[config.mk]
export PLATFORM = sky130hd
export DESIGN_NAME = tiler_addr_gen_flat
export DESIGN_NICKNAME = d
export VERILOG_FILES = /design/src/rtl/tiler_addr_gen_pkg.sv /design/src/rtl/tiler_addr_gen_if.sv /design/src/rtl/tiler_addr_gen_digit_chain.sv /design/src/rtl/tiler_addr_gen.sv /design/src/flat_wrapper.sv
export SDC_FILE = /design/constraint.sdc
export NUM_CORES = 1
export LEC_CHECK = 0
export ABC_AREA = 0
export CAP_MARGIN = 20
export CORE_MARGIN = 8
export CORE_UTILIZATION = 64
export CTS_CLUSTER_SIZE = 20
export DETAILED_ROUTE_END_ITERATION = 10
export PLACE_DENSITY = 0.88
export SYNTH_ARGS = -nofsm -noshare
export SYNTH_HDL_FRONTEND = slang
export SYNTH_SLANG_ARGS = --single-unit
[constraint.sdc]
create_clock -name clk -period 24.6 [get_ports clk]
set_input_delay 4.92 -clock clk [delete_from_list [all_inputs] [get_ports clk]]
set_output_delay 4.92 -clock clk [all_outputs]
set_load 0.1 [all_outputs]
[src/rtl/tiler_addr_gen_pkg.sv]
`default_nettype none
// ============================================================================
// Module   : tiler_addr_gen_pkg
// Brief    : Shared constants, instruction layout and FSM state encoding for
//            the tiler address generator.
// Revision : 1.0  initial release
// ============================================================================
package tiler_addr_gen_pkg;

    localparam int DRAM_DEPTH    = 1024;
    localparam int ADDR_WIDTH    = $clog2(DRAM_DEPTH);
    localparam int TOTAL_DIGITS  = 9;

    // Word indices inside one instruction
    localparam int SIZE_BASE     = 0;
    localparam int STRIDE_BASE   = TOTAL_DIGITS;
    localparam int BASE_IDX      = 2 * TOTAL_DIGITS;
    localparam int INSTRUC_WORDS = 2 * TOTAL_DIGITS + 1;

    typedef logic [ADDR_WIDTH-1:0] addr_t;
    typedef addr_t [INSTRUC_WORDS-1:0] instruc_t;

    typedef enum logic [1:0] {
        ST_IDLE = 2'd0,
        ST_PREP = 2'd1,
        ST_RUN  = 2'd2
    } state_t;

endpackage
`default_nettype wire

[src/rtl/tiler_addr_gen_if.sv]
`default_nettype none
// ============================================================================
// Module   : tiler_addr_gen_if
// Brief    : Instruction and address-stream handshake bundle.
// Revision : 1.0  initial release
// ============================================================================
interface tiler_addr_gen_if #(
    parameter int ADDR_WIDTH   = tiler_addr_gen_pkg::ADDR_WIDTH,
    parameter int TOTAL_DIGITS = tiler_addr_gen_pkg::TOTAL_DIGITS
) ();

    logic                                   instruc_valid;
    logic                                   instruc_ready;
    logic [2*TOTAL_DIGITS:0][ADDR_WIDTH-1:0] instruc;
    logic                                   addr_valid;
    logic                                   addr_ready;
    logic [ADDR_WIDTH-1:0]                  addr;
    logic                                   addr_last;
    logic [TOTAL_DIGITS-1:0]                digit_last;
    logic                                   busy;

    modport slave (
        input  instruc_valid,
        input  instruc,
        input  addr_ready,
        output instruc_ready,
        output addr_valid,
        output addr,
        output addr_last,
        output digit_last,
        output busy
    );

    modport master (
        output instruc_valid,
        output instruc,
        output addr_ready,
        input  instruc_ready,
        input  addr_valid,
        input  addr,
        input  addr_last,
        input  digit_last,
        input  busy
    );

endinterface
`default_nettype wire

[src/rtl/tiler_addr_gen_digit_chain.sv]
`default_nettype none
// ============================================================================
// Module   : tiler_digit_chain
// Brief    : Per-digit loop counters with latched sizes; flags last digits and
//            selects the lowest digit that can still advance.
// Revision : 1.0  initial release
// ============================================================================
module tiler_digit_chain #(
    parameter int ADDR_WIDTH   = tiler_addr_gen_pkg::ADDR_WIDTH,
    parameter int TOTAL_DIGITS = tiler_addr_gen_pkg::TOTAL_DIGITS
) (
    input  logic                                   clk,
    input  logic                                   reset,
    input  logic                                   load,
    input  logic [TOTAL_DIGITS-1:0][ADDR_WIDTH-1:0] sizes_in,
    input  logic                                   step,
    output logic [TOTAL_DIGITS-1:0][ADDR_WIDTH-1:0] sizes,
    output logic [TOTAL_DIGITS-1:0]                digit_last,
    output logic [TOTAL_DIGITS-1:0]                step_onehot,
    output logic                                   all_last
);

    logic [TOTAL_DIGITS-1:0] w_clear_mask;

    // Adding one to the last-flags ripples through the trailing set bits and
    // lands on the lowest clear one; masking isolates that bit.
    assign step_onehot  = ~digit_last & (digit_last + TOTAL_DIGITS'(1));
    assign w_clear_mask = step_onehot - TOTAL_DIGITS'(1);
    assign all_last     = &digit_last;

    generate
        for (genvar i = 0; i < TOTAL_DIGITS; i++) begin : g_digit
            logic [ADDR_WIDTH-1:0] r_count;
            logic [ADDR_WIDTH-1:0] r_size;

            always_ff @(posedge clk or posedge reset) begin
                if (reset) begin
                    r_count <= '0;
                    r_size  <= ADDR_WIDTH'(1);
                end else if (load) begin
                    r_count <= '0;
                    r_size  <= (sizes_in[i] == '0) ? ADDR_WIDTH'(1) : sizes_in[i];
                end else if (step) begin
                    if (step_onehot[i]) begin
                        r_count <= r_count + ADDR_WIDTH'(1);
                    end else if (w_clear_mask[i]) begin
                        r_count <= '0;
                    end
                end
            end

            assign sizes[i]      = r_size;
            assign digit_last[i] = (r_count == (r_size - ADDR_WIDTH'(1)));
        end
    endgenerate

endmodule
`default_nettype wire

[src/rtl/tiler_addr_gen.sv]
`default_nettype none
// ============================================================================
// Module   : tiler_addr_gen
// Brief    : Nested-loop address generator: precomputes per-digit rewinds with
//            one shared multiplier, then streams one address per fire.
// Revision : 1.0  initial release
// ============================================================================
module tiler_addr_gen #(
    parameter int ADDR_WIDTH   = tiler_addr_gen_pkg::ADDR_WIDTH,
    parameter int TOTAL_DIGITS = tiler_addr_gen_pkg::TOTAL_DIGITS
) (
    input  logic             clk,
    input  logic             reset,
    tiler_addr_gen_if.slave  bus
);

    import tiler_addr_gen_pkg::*;

    localparam int IDX_W      = $clog2(TOTAL_DIGITS);
    localparam int SIZE_OFS   = 0;
    localparam int STRIDE_OFS = TOTAL_DIGITS;
    localparam int BASE_OFS   = 2 * TOTAL_DIGITS;

    state_t                                 r_state;
    state_t                                 w_state_next;
    logic [IDX_W-1:0]                       r_prep_idx;
    logic [TOTAL_DIGITS-1:0][ADDR_WIDTH-1:0] r_stride;
    logic [TOTAL_DIGITS-1:0][ADDR_WIDTH-1:0] r_rewind;
    logic [ADDR_WIDTH-1:0]                  r_acc;
    logic [ADDR_WIDTH-1:0]                  r_addr;

    logic                                   w_accept;
    logic                                   w_step;
    logic                                   w_fire;
    logic                                   w_prep_done;
    logic [TOTAL_DIGITS-1:0][ADDR_WIDTH-1:0] w_sizes_in;
    logic [TOTAL_DIGITS-1:0][ADDR_WIDTH-1:0] w_sizes;
    logic [TOTAL_DIGITS-1:0]                w_digit_last;
    logic [TOTAL_DIGITS-1:0]                w_step_onehot;
    logic                                   w_all_last;
    logic [ADDR_WIDTH-1:0]                  w_size_m1;
    logic [ADDR_WIDTH-1:0]                  w_stride_cur;
    logic [ADDR_WIDTH-1:0]                  w_prod;
    logic [ADDR_WIDTH-1:0]                  w_step_rewind;

    assign w_fire      = (r_state == ST_RUN) && bus.addr_ready;
    assign w_prep_done = (r_prep_idx == IDX_W'(TOTAL_DIGITS - 1));

    always_comb begin
        for (int i = 0; i < TOTAL_DIGITS; i++) begin
            w_sizes_in[i] = bus.instruc[SIZE_OFS + i];
        end
    end

    tiler_digit_chain #(
        .ADDR_WIDTH   (ADDR_WIDTH),
        .TOTAL_DIGITS (TOTAL_DIGITS)
    ) u_chain (
        .clk         (clk),
        .reset       (reset),
        .load        (w_accept),
        .sizes_in    (w_sizes_in),
        .step        (w_step),
        .sizes       (w_sizes),
        .digit_last  (w_digit_last),
        .step_onehot (w_step_onehot),
        .all_last    (w_all_last)
    );

    always_ff @(posedge clk or posedge reset) begin
        if (reset) begin
            r_state <= ST_IDLE;
        end else begin
            r_state <= w_state_next;
        end
    end

    always_comb begin
        w_state_next = r_state;
        w_accept     = 1'b0;
        w_step       = 1'b0;
        case (r_state)
            ST_IDLE: begin
                if (bus.instruc_valid) begin
                    w_accept     = 1'b1;
                    w_state_next = ST_PREP;
                end
            end
            ST_PREP: begin
                if (w_prep_done) begin
                    w_state_next = ST_RUN;
                end
            end
            ST_RUN: begin
                if (w_fire) begin
                    if (w_all_last) begin
                        w_state_next = ST_IDLE;
                    end else begin
                        w_step = 1'b1;
                    end
                end
            end
            default: w_state_next = ST_IDLE;
        endcase
    end

    // Shared multiplier: one digit's span (size-1)*stride per PREP cycle.
    assign w_size_m1    = w_sizes[r_prep_idx] - ADDR_WIDTH'(1);
    assign w_stride_cur = r_stride[r_prep_idx];
    assign w_prod       = w_size_m1 * w_stride_cur;

    always_comb begin
        w_step_rewind = '0;
        for (int i = 0; i < TOTAL_DIGITS; i++) begin
            if (w_step_onehot[i]) begin
                w_step_rewind = w_step_rewind | r_rewind[i];
            end
        end
    end

    always_ff @(posedge clk or posedge reset) begin
        if (reset) begin
            r_prep_idx <= '0;
            r_stride   <= '0;
            r_rewind   <= '0;
            r_acc      <= '0;
            r_addr     <= '0;
        end else if (w_accept) begin
            for (int i = 0; i < TOTAL_DIGITS; i++) begin
                r_stride[i] <= bus.instruc[STRIDE_OFS + i];
            end
            r_addr     <= bus.instruc[BASE_OFS];
            r_acc      <= '0;
            r_prep_idx <= '0;
        end else if (r_state == ST_PREP) begin
            // Rewind undoes the travel of all lower digits, then takes one step.
            r_rewind[r_prep_idx] <= w_stride_cur - r_acc;
            r_acc                <= r_acc + w_prod;
            r_prep_idx           <= r_prep_idx + IDX_W'(1);
        end else if (w_step) begin
            r_addr <= r_addr + w_step_rewind;
        end
    end

    assign bus.instruc_ready = (r_state == ST_IDLE);
    assign bus.addr_valid    = (r_state == ST_RUN);
    assign bus.busy          = (r_state != ST_IDLE);
    assign bus.addr          = r_addr;
    assign bus.digit_last    = w_digit_last;
    assign bus.addr_last     = w_all_last;

endmodule
`default_nettype wire

[src/flat_wrapper.sv]
// flat-port wrapper written by rule: the top's interface ports become plain ports
module tiler_addr_gen_flat import tiler_addr_gen_pkg::*;
#(
    parameter int ADDR_WIDTH   = tiler_addr_gen_pkg::ADDR_WIDTH,
    parameter int TOTAL_DIGITS = tiler_addr_gen_pkg::TOTAL_DIGITS
)
  (clk, reset, bus_instruc_valid, bus_instruc, bus_addr_ready, bus_instruc_ready, bus_addr_valid, bus_addr, bus_addr_last, bus_digit_last, bus_busy);
  tiler_addr_gen_if #(.ADDR_WIDTH(ADDR_WIDTH), .TOTAL_DIGITS(TOTAL_DIGITS)) bus_i ();
  input  logic clk;
  input  logic reset;
  input wire logic [$bits(bus_i.instruc_valid)-1:0] bus_instruc_valid;
  input wire logic [$bits(bus_i.instruc)-1:0] bus_instruc;
  input wire logic [$bits(bus_i.addr_ready)-1:0] bus_addr_ready;
  output wire logic [$bits(bus_i.instruc_ready)-1:0] bus_instruc_ready;
  output wire logic [$bits(bus_i.addr_valid)-1:0] bus_addr_valid;
  output wire logic [$bits(bus_i.addr)-1:0] bus_addr;
  output wire logic [$bits(bus_i.addr_last)-1:0] bus_addr_last;
  output wire logic [$bits(bus_i.digit_last)-1:0] bus_digit_last;
  output wire logic [$bits(bus_i.busy)-1:0] bus_busy;
  assign bus_i.instruc_valid = bus_instruc_valid;
  assign bus_i.instruc = bus_instruc;
  assign bus_i.addr_ready = bus_addr_ready;
  assign bus_instruc_ready = bus_i.instruc_ready;
  assign bus_addr_valid = bus_i.addr_valid;
  assign bus_addr = bus_i.addr;
  assign bus_addr_last = bus_i.addr_last;
  assign bus_digit_last = bus_i.digit_last;
  assign bus_busy = bus_i.busy;
  tiler_addr_gen #(.ADDR_WIDTH(ADDR_WIDTH), .TOTAL_DIGITS(TOTAL_DIGITS)) u_core (.clk(clk), .reset(reset), .bus(bus_i));
endmodule
; Word-level counts from Yosys, hierarchy flattened
; Cells that the tools add are included.
[op_classes]
n_mul = 1
add_sub_neg = 25
reduce_logical = 37
magnitude_cmp = 2
n_bitwise = 11
muxes = 78
eq_ne = 17
[op_table]
columns = op, count
row1 = two-way mux 10 bit, 62
row2 = "subtractor 10 x 1 -> 10 bit, second input constant", 10
row3 = "adder 10 x 1 -> 10 bit, second input constant", 9
row4 = bitwise mux 90 bit, 1
row5 = == test 10 bit, 9
row6 = zero test 10 bit, 9
row7 = binary-select mux 10 bit (select 4 bit), 2
row8 = bitwise OR 10 bit, 8
row9 = demux 10 bit (select 4 bit), 1
row10 = nonzero test 3 bit, 9
row11 = AND reduction 2 bit, 11
row12 = adder 10 bit, 2
row13 = multiplier 10 x 10 -> 10 bit, 1
row14 = subtractor 10 bit, 1
row15 = "adder 9 x 1 -> 9 bit, second input constant", 1
row16 = AND 9 bit, 1
row17 = NOT 9 bit, 1
row18 = AND reduction 9 bit, 1
row19 = "subtractor 9 x 1 -> 9 bit, second input constant", 1
row20 = two-way mux 2 bit, 4
row21 = two-way mux 4 bit, 2
row22 = "inequality test 2 x 1 -> 1 bit, second input constant", 3
row23 = one-hot mux 2 bit (3 select lines), 1
row24 = nonzero test 2 bit, 3
row25 = other kinds (12), 18
[word_totals]
in_bits = 194
reg_bits = 386

; Longest topological paths before layout
; Gate-level depths: netlist (run 1).
[logic_depth]
ltp_word = 25
mapped_depth = 31
ltp_nobuf = 28

; Cells and area by module
; From an unflattened synthesis (run 1), not the netlist that was laid out.
[hier_totals]
hier_cells = 2583
hier_area_um2 = 23657.7
[by_module_without_submodules]
columns = mod, instances, cells_per_inst, area_per_inst_um2
row1 = tiler_addr_gen, 1, 1394, 12413.2
row2 = tiler_digit_chain, 1, 1189, 11244.5

; Worst setup path after synthesis (run 1)
; OpenSTA, ideal clock, no wires.
[synth_timing]
kind = reg-to-output
startpoint = register u_core.u_chain.g_digit[8].r_size[2]
endpoint = output port bus_addr_last
setup_slack_ns = 14.085
path_buffers = 1
path_stages_with_launch = 10
required_time_ns = 19.680
arrival_time_ns = 5.595
path_cell_list = dfrtp_1 > nor3_1 > and4_1 > a211o_1 > a32oi_1 > nor4_1 > nand3_1 > or3_4 > inv_2 > buf_2
[synth_between]
elab_chain_cells = 3
[synth_lines]
columns = element, line
row1 = "start, declared", tiler_addr_gen_digit_chain.sv:34  ; logic [ADDR_WIDTH-1:0] r_size;
row2 = "start signal, assigned", tiler_addr_gen_digit_chain.sv:42  ; r_size <= (sizes_in[i] == '0) ? ADDR_WIDTH'(1) : sizes_in[i];
row3 = subtractor 10 x 1 -> 10 bit, tiler_addr_gen_digit_chain.sv:53  ; assign digit_last[i] = (r_count == (r_size - ADDR_WIDTH'(1)));
row4 = == test 10 bit, tiler_addr_gen_digit_chain.sv:53
row5 = net bus_digit_last[8], flat_wrapper.sv:18  ; output wire logic [$bits(bus_i.digit_last)-1:0] bus_digit_last;
row6 = AND reduction 9 bit, tiler_addr_gen_digit_chain.sv:29  ; assign all_last = &digit_last;
row7 = "end, declared", flat_wrapper.sv:17  ; output wire logic [$bits(bus_i.addr_last)-1:0] bus_addr_last;
; The timed path passes the listed nets, and every way through them passes these cells.

; Worst setup path in the final report (run 1)
[layout_timing]
startpoint = register u_core.u_chain.g_digit[2].r_size[0]
endpoint = output port bus_addr_last
[layout_between]
elab_chain_cells = 3
[layout_lines]
columns = element, line
row1 = "start, declared", tiler_addr_gen_digit_chain.sv:34
row2 = "start signal, assigned", tiler_addr_gen_digit_chain.sv:42
row3 = subtractor 10 x 1 -> 10 bit, tiler_addr_gen_digit_chain.sv:53
row4 = == test 10 bit, tiler_addr_gen_digit_chain.sv:53
row5 = AND reduction 9 bit, tiler_addr_gen_digit_chain.sv:29
; No other way between the ends.

==> results of run 1 <==
worst max path at each step:
stage | from | endpoint | slack, ns | depth (start not counted)
floorplan | reset | u_core.bus.addr[0] | 8.97 | 1
global placement | u_core.u_chain.g_digit[2].r_size[0] | bus_addr_last | 14.41 | 12
detailed placement | u_core.u_chain.g_digit[2].r_size[0] | bus_addr_last | 14.24 | 12
CTS | u_core.u_chain.g_digit[2].r_size[0] | bus_addr_last | 13.63 | 12
global route | u_core.u_chain.g_digit[2].r_size[0] | bus_addr_last | 13.33 | 12
finish | u_core.u_chain.g_digit[2].r_size[0] | bus_addr_last | 13.53 | 12
layout make-up:
type	instances	area (sq um)	area share, %
clock buffer	65	1310	4.67
clock inverter	15	221	0.790
inverter	128	489	1.75
multi-input combinational	2112	13400	47.7
sequential	386	9670	34.5
tap	474	593	2.12
timing repair buffer	242	2380	8.49
cells by family after synthesis:
family | count (synthesis) | synth area share [%]
adder cells (fa/ha/maj) | 101 | 6.25
flip-flops | 386 | 40.2
multiplexers | 108 | 5.71
XOR/XNOR | 159 | 6.02
AND/OR/NAND/NOR | 1234 | 23.7
buffers and inverters | 260 | 4.35
AO/OA/AOI/OAI | 510 | 13.8
registers in the layout (all words and copies together), names as in the netlist:
| name | cells |
|---|---|
| u_core.r_rewind | 90 |
| u_core.r_stride | 90 |
| u_core.u_chain.g_digit.r_count | 90 |
| u_core.u_chain.g_digit.r_size | 90 |
| u_core.bus.addr | 10 |
| u_core.r_acc | 10 |
| u_core.r_prep_idx | 4 |
| u_core.r_state | 2 |
worst max-delay path, delay by kind of cell, from the launching register on:
kind	cells	cell delay (ns)
buffers and inverters	4	2.12
and+or+nand+nor	4	1.91
AOI/OAI and AO/OA	3	0.65
DFF	1	0.60
adders and majority gates	1	0.26
routing by layer:
metal | GRT usage (%) | part of all wire [%]
met2 | 55.9 | 48
met3 | 6.32 | 8.7
met5 | 0 | 0
met4 | 19.4 | 5.9
met1 | 41.6 | 38
per-stage QoR:
step	setup WS [ns]	util, %	area (sq um)
floorplan	8.97	-	24100
CTS	13.63	75.0	28000
finish	13.53	75.1	28000
detailed placement	14.24	70.9	26400
global placement	14.41	70.9	26400
global route	13.33	75.1	28000
cell usage after synthesis (15+ instances only):
master,number,area [sq um]
a21o_1,16,120
a21oi_1,94,470
a221oi_1,15,131
a31oi_1,27,169
and2_1,18,113
and3_1,41,257
buf_2,24,120
clkbuf_1,88,330
dfrtp_1,377,9430
fa_1,32,641
ha_1,69,863
inv_1,122,458
mux2_2,43,484
mux2i_1,46,460
mux4_2,19,428
nand2_1,694,2610
nand2b_1,17,106
nand3_1,106,531
nand4_1,15,93.8
nor2_1,137,514
nor2b_1,21,131
nor3_1,56,280
nor4_1,29,181
o21ai_0,173,866
o31ai_1,26,195
or3_1,18,113
xnor2_1,94,823
xor2_1,61,534
==> reports/qor.yml, run 1 <==
critical_path:
  arrival_ns: 6.15
  worstPathMaxFanout: 27
  rr_endpoint: "u_core.r_acc[9]"
  critPathLaunchType: "flip-flop"
  end_kind: "primary output"
  rr_worst_depth: 27
  path_class: "flip-flop to primary output"
  required_ns: 19.68
  max_stage_delay_ns: 1.26
  regToRegSetupSlack_ns: 15.97
  cpMostUsedCell: "inv_2"
  r2r_start: "u_core.r_prep_idx[2]"
  slowest_stage: "clkdlybuf4s50_1"
  path_cells: "inv_1 -> ha_1 -> and2_1 -> o21ai_0 -> a31oi_1 -> a2111oi_0 -> nand4_1 -> inv_2 -> nand3_1 -> or3_4 -> inv_2 -> clkdlybuf4s50_1"
die:
  die_w_microns: 210
  rows: 71
  ios: 217
  dieArea_sq_um: 44100
  start_util_pct: 64.5
  core_area_sq_um: 37300
  die_height_microns: 210
synth:
  syn_area_sq_um: 24100
  syn_inst: 2758
  ys.flop_type: "dfrtp_1"
  synth_seq_cells: 386
  ys_warn_count: 0
  synth_nets: 3053
  synth_edf_count: 0
  postSynthAreaPerCell_sq_um: 8.72
  ys_seq_area_share_pct: 40.2
  ys_types: 96
  async_flop_share_pct: 100
grt:
  grt_pass1_wl_mm: 119
  overflow: 0
  grt_antenna_before_repair: 0
  grt_use_total_pct: 33.9
  grt_pass1_vias: 22406
  grt_max_degree: 111
cells_and_area:
  final_common_cell: "nand2_1"
  final_cell_mix: "693 x nand2_1, 375 x dfrtp_1, 216 x clkdlybuf4s50_1"
  final_layout_size_suffix_gt1_share_pct: 7.46
  diodes: 0
  syn_to_final_growth_pct: 16.5
  nets: 3208
  fillers: 2604
  stdcell_count: 3422
clock_tree:
  cts_root_buffer: "clkbuf_16"
  cts_htree_levels: 2
  cts_resized: 0
  post-cts-setup-buffer-count: 0
  clkTransAtPathRegs_ns: 0.06
  clockBufferDepth: 3
  cts_buffers: 43
  clk-insertion-delay-late_ns: 0.59
  cts_tree: "yes"
  clock_sinks: 386
  hold_buffers: 0
placed_design:
  portBuffers: 216
  dp_cells: 3338
  place_congestion: 0.950
  place.detailed.hpwl_mm: 54.1
flow_run:
  drv_cap: 0
sta:
  whs_ns: 0.478
  tightestPinTransition_ns: 1.11
  clock_skew_ns: 0.0222
  finalHoldViolCount: 0
  relSlewSlack_pct: 26.1
  timing.final.crit_share_pct: 45.0
  fmax_mhz: 90.3
  slew_viol_final: 0
  setup_viol: 0
  rsz0062_at_grt: "false"
  layout_min_cycle_time_ns: 11.07
  tns_ns: 0
worst_hold_path:
  hp-class: "flip-flop to flip-flop"
  hp-start: "u_core.r_stride[7]"
  worstHoldEndpoint: "u_core.r_stride[7]"
  hold_depth: 2
detailed_routing:
  vias: 22130
  drc: 0
  wl_per_cell_microns: 22.0
  antenna_left: 0
  drtIter0Drc: 2424
  first_pass_iters: 7
  via_per_inst: 6.47
  drt-total-wl_mm: 75.3
status:
  status: "finished clean"
Power of run 1 is not shown: default switching activity piles up to over one toggle a cycle in this logic, so the estimate is an artifact.
==> run 2, diff against run 1 <==
--- a/config.mk
+++ b/config.mk
@@ -8,10 +8,10 @@
 export ABC_AREA = 0
 export CAP_MARGIN = 20
 export CORE_MARGIN = 8
-export CORE_UTILIZATION = 64
+export CORE_UTILIZATION = 53
 export CTS_CLUSTER_SIZE = 20
 export DETAILED_ROUTE_END_ITERATION = 10
-export PLACE_DENSITY = 0.88
+export PLACE_DENSITY = 0.78
 export SYNTH_ARGS = -nofsm -noshare
 export SYNTH_HDL_FRONTEND = slang
 export SYNTH_SLANG_ARGS = --single-unit
==> constraint.sdc (replaced) <==
create_clock -name clk -period 9.2 [get_ports clk]
set_input_delay 1.84 -clock clk [delete_from_list [all_inputs] [get_ports clk]]
set_output_delay 1.84 -clock clk [all_outputs]
set_load 0.1 [all_outputs]
==> run 2 against run 1 <==
Net effect: worst hold slack got worse by 0.0064 ns; first-iteration DRC count fell by 14%; cell count rose by 3.8%; non-clock buffer count rose by 2; sequential share of layout area fell by 0.18 points; clock skew rose by 0.0029 ns; utilization fell by 13 points; routed wire length fell by 1.4%; via count fell by 2.2%; count of clock-buffer cells in the layout fell by 3.
==> reports/qor.yml, run 2 (synthesis gave the netlist of run 1 again) <==
critical_path:
  rr_worst_depth: 26  # -3.7%
  arrival_ns: 8.61  # +2.46 ns
  critPathLaunchType: "flip-flop"
  path_class: "flip-flop to flip-flop"
  end_kind: "flip-flop"
  required_ns: 9.69  # -9.99 ns
  cp-startpoint: "u_core.r_prep_idx[1]"
  rr_endpoint: "u_core.r_acc[9]"
  regToRegSetupSlack_ns: 1.08  # -14.89 ns
  worstPathMaxFanout: 25  # -7.4%
  crit_path_end: "u_core.r_acc[9]"
  r2r_start: "u_core.r_prep_idx[1]"
clock_tree:
  hold_buffers: 0  # unchanged
  clkTransAtPathRegs_ns: 0.06  # about the same
  post-cts-setup-buffer-count: 0  # unchanged
  cts_resized: 0  # unchanged
  cts_tree: "yes"
  cts_root_buffer: "clkbuf_16"
  cts_buffers: 45  # +4.7%
  clk-insertion-delay-late_ns: 0.59  # about the same
  cts_htree_levels: 2  # unchanged
  clock_sinks: 386  # unchanged
  clockBufferDepth: 3  # unchanged
cells_and_area:
  final_layout_size_suffix_gt1_share_pct: 7.62  # +0.16 points
  final_cell_mix: "693 x nand2_1, 375 x dfrtp_1, 216 x clkdlybuf4s50_1"
  fillers: 3755  # +44%
  final_common_cell: "nand2_1"
  final_cell_area_sq_um: 28200  # +0.53%
  nets: 3212  # +0.12%
  syn_to_final_growth_pct: 17.1
  regArea_sq_um: 9670  # unchanged
  multi_input_area_sq_um: 13400  # about the same
detailed_routing:
  vias: 21635  # -2.2%
  wl_per_cell_microns: 20.9  # -5.1%
  drt-total-wl_mm: 74.2  # -1.4%
  drc: 0  # unchanged
  via_per_inst: 6.09  # -5.8%
  first_pass_iters: 6  # -1
  antenna_left: 0  # unchanged
  drtIter0Drc: 2095  # -14%
grt:
  grt_use_total_pct: 27.6  # -6.3 points
  busiest_layer: "met2"
  grt_antenna_before_repair: 1  # +1
  grt_pass1_wl_mm: 118  # -1.5%
  gr-usage-met2_pct: 45.6  # -10 points
  use_met1_pct: 35.3  # -6.3 points
  grt_pass1_vias: 21474  # -4.2%
  grt_use_met3_pct: 5.28  # -1.0 points
  grt_max_degree: 166  # +50%
  overflow: 0  # unchanged
sta:
  setup_viol: 0  # unchanged
  fmax_mhz: 123
  finalHoldViolCount: 0  # unchanged
  tightestPinTransition_ns: 1.10  # -0.0103 ns
  timing.final.crit_share_pct: 88.3
  tns_ns: 0  # unchanged
  rsz0062_at_grt: "false"
  clock_skew_ns: 0.0251  # +0.00288 ns
  slew_viol_final: 0  # unchanged
  layout_min_cycle_time_ns: 8.12
  relSlewSlack_pct: 27.0  # +0.91 points
die:
  rows: 78  # +9.9%
  core_area_sq_um: 45100  # +21%
  die_w_microns: 229  # +9.1%
  start_util_pct: 53.4  # -11 points
  ios: 217  # unchanged
  die_height_microns: 229  # +9.1%
  dieArea_sq_um: 52500  # +19%
flow_run:
  drv_cap: 0  # unchanged
status:
  status: "finished clean"
placed_design:
  place.detailed.hpwl_mm: 55.5  # +2.6%
  placed_cell_area_sq_um: 26700  # +0.79%
  place_congestion: 0.960  # +1.1%
  portBuffers: 216  # unchanged
worst_hold_path:
  hp-class: "flip-flop to flip-flop"
run 2: area by class of cell:
class | instances | share of cell area [%]
Timing Repair Buffer | 244 | 8.50
Clock inverter | 20 | 0.679
Multi-Input combinational cell | 2112 | 47.4
Antenna cell | 1 | 0.00888
Clock buffer | 62 | 4.69
Tap cell | 600 | 2.66
Inverter | 128 | 1.72
Sequential cell | 386 | 34.3
run 2: metrics by stage:
step / setup WS, ns / util (%) / hold slack, ns / cells
2_1_floorplan: 1.77 / - / 0.440 / 2758
3_3_place_gp: 1.41 / 59.1 / 0.453 / 3468
3_5_place_dp: 1.21 / 59.1 / 0.459 / 3469
4_1_cts: 1.18 / 62.5 / 0.474 / 3551
5_1_grt: 0.645 / 62.5 / 0.492 / 3552
6_report: 1.08 / 62.5 / 0.472 / 3553
run 2: how the worst min path moves through the flow:
| stage | from | end | slack, ns | depth (start not counted) |
|---|---|---|---|---|
| 4_1_cts | u_core.r_stride[32] | u_core.r_stride[32] | 0.47 | 2 |
| 5_1_grt | u_core.r_stride[52] | u_core.r_stride[52] | 0.49 | 2 |
| 3_5_place_dp | u_core.r_stride[31] | u_core.r_stride[31] | 0.46 | 2 |
| 6_report | u_core.r_rewind[24] | u_core.r_rewind[24] | 0.47 | 2 |
| 3_3_place_gp | u_core.r_stride[66] | u_core.r_stride[66] | 0.45 | 2 |
| 2_1_floorplan | u_core.r_stride[71] | u_core.r_stride[71] | 0.44 | 2 |
run 2: critical path, stage by stage, from the launching register on:
cell and delay (ns):
dfrtp_1 0.60, buf_4 0.40, mux4_2 0.54, mux2i_1 0.21, o21ai_0 0.27, a211oi_2 0.47, nand3_1 0.31, xnor2_1 0.31
nor2_1 0.09, fa_1 0.49, inv_1 0.05, fa_1 0.50, inv_1 0.05, fa_1 0.46, fa_1 0.56, inv_1 0.06
fa_1 0.43, xnor2_1 0.21, xnor2_1 0.16, xnor2_1 0.10, xnor2_1 0.26, xnor2_1 0.16, xnor3_1 0.43, xnor3_1 0.37
xor3_1 0.20, xor2_1 0.15, o21ai_0 0.20
run 2: metal layers:
layer | up-vias | wire (microns)
met2 | 939 | 35300
met3 | 195 | 5480
met5 | - | 0
met4 | 0 | 3190
met1 | 10590 | 30200
li1 | 9911 | -
Power of run 2 is left out for the same reason.
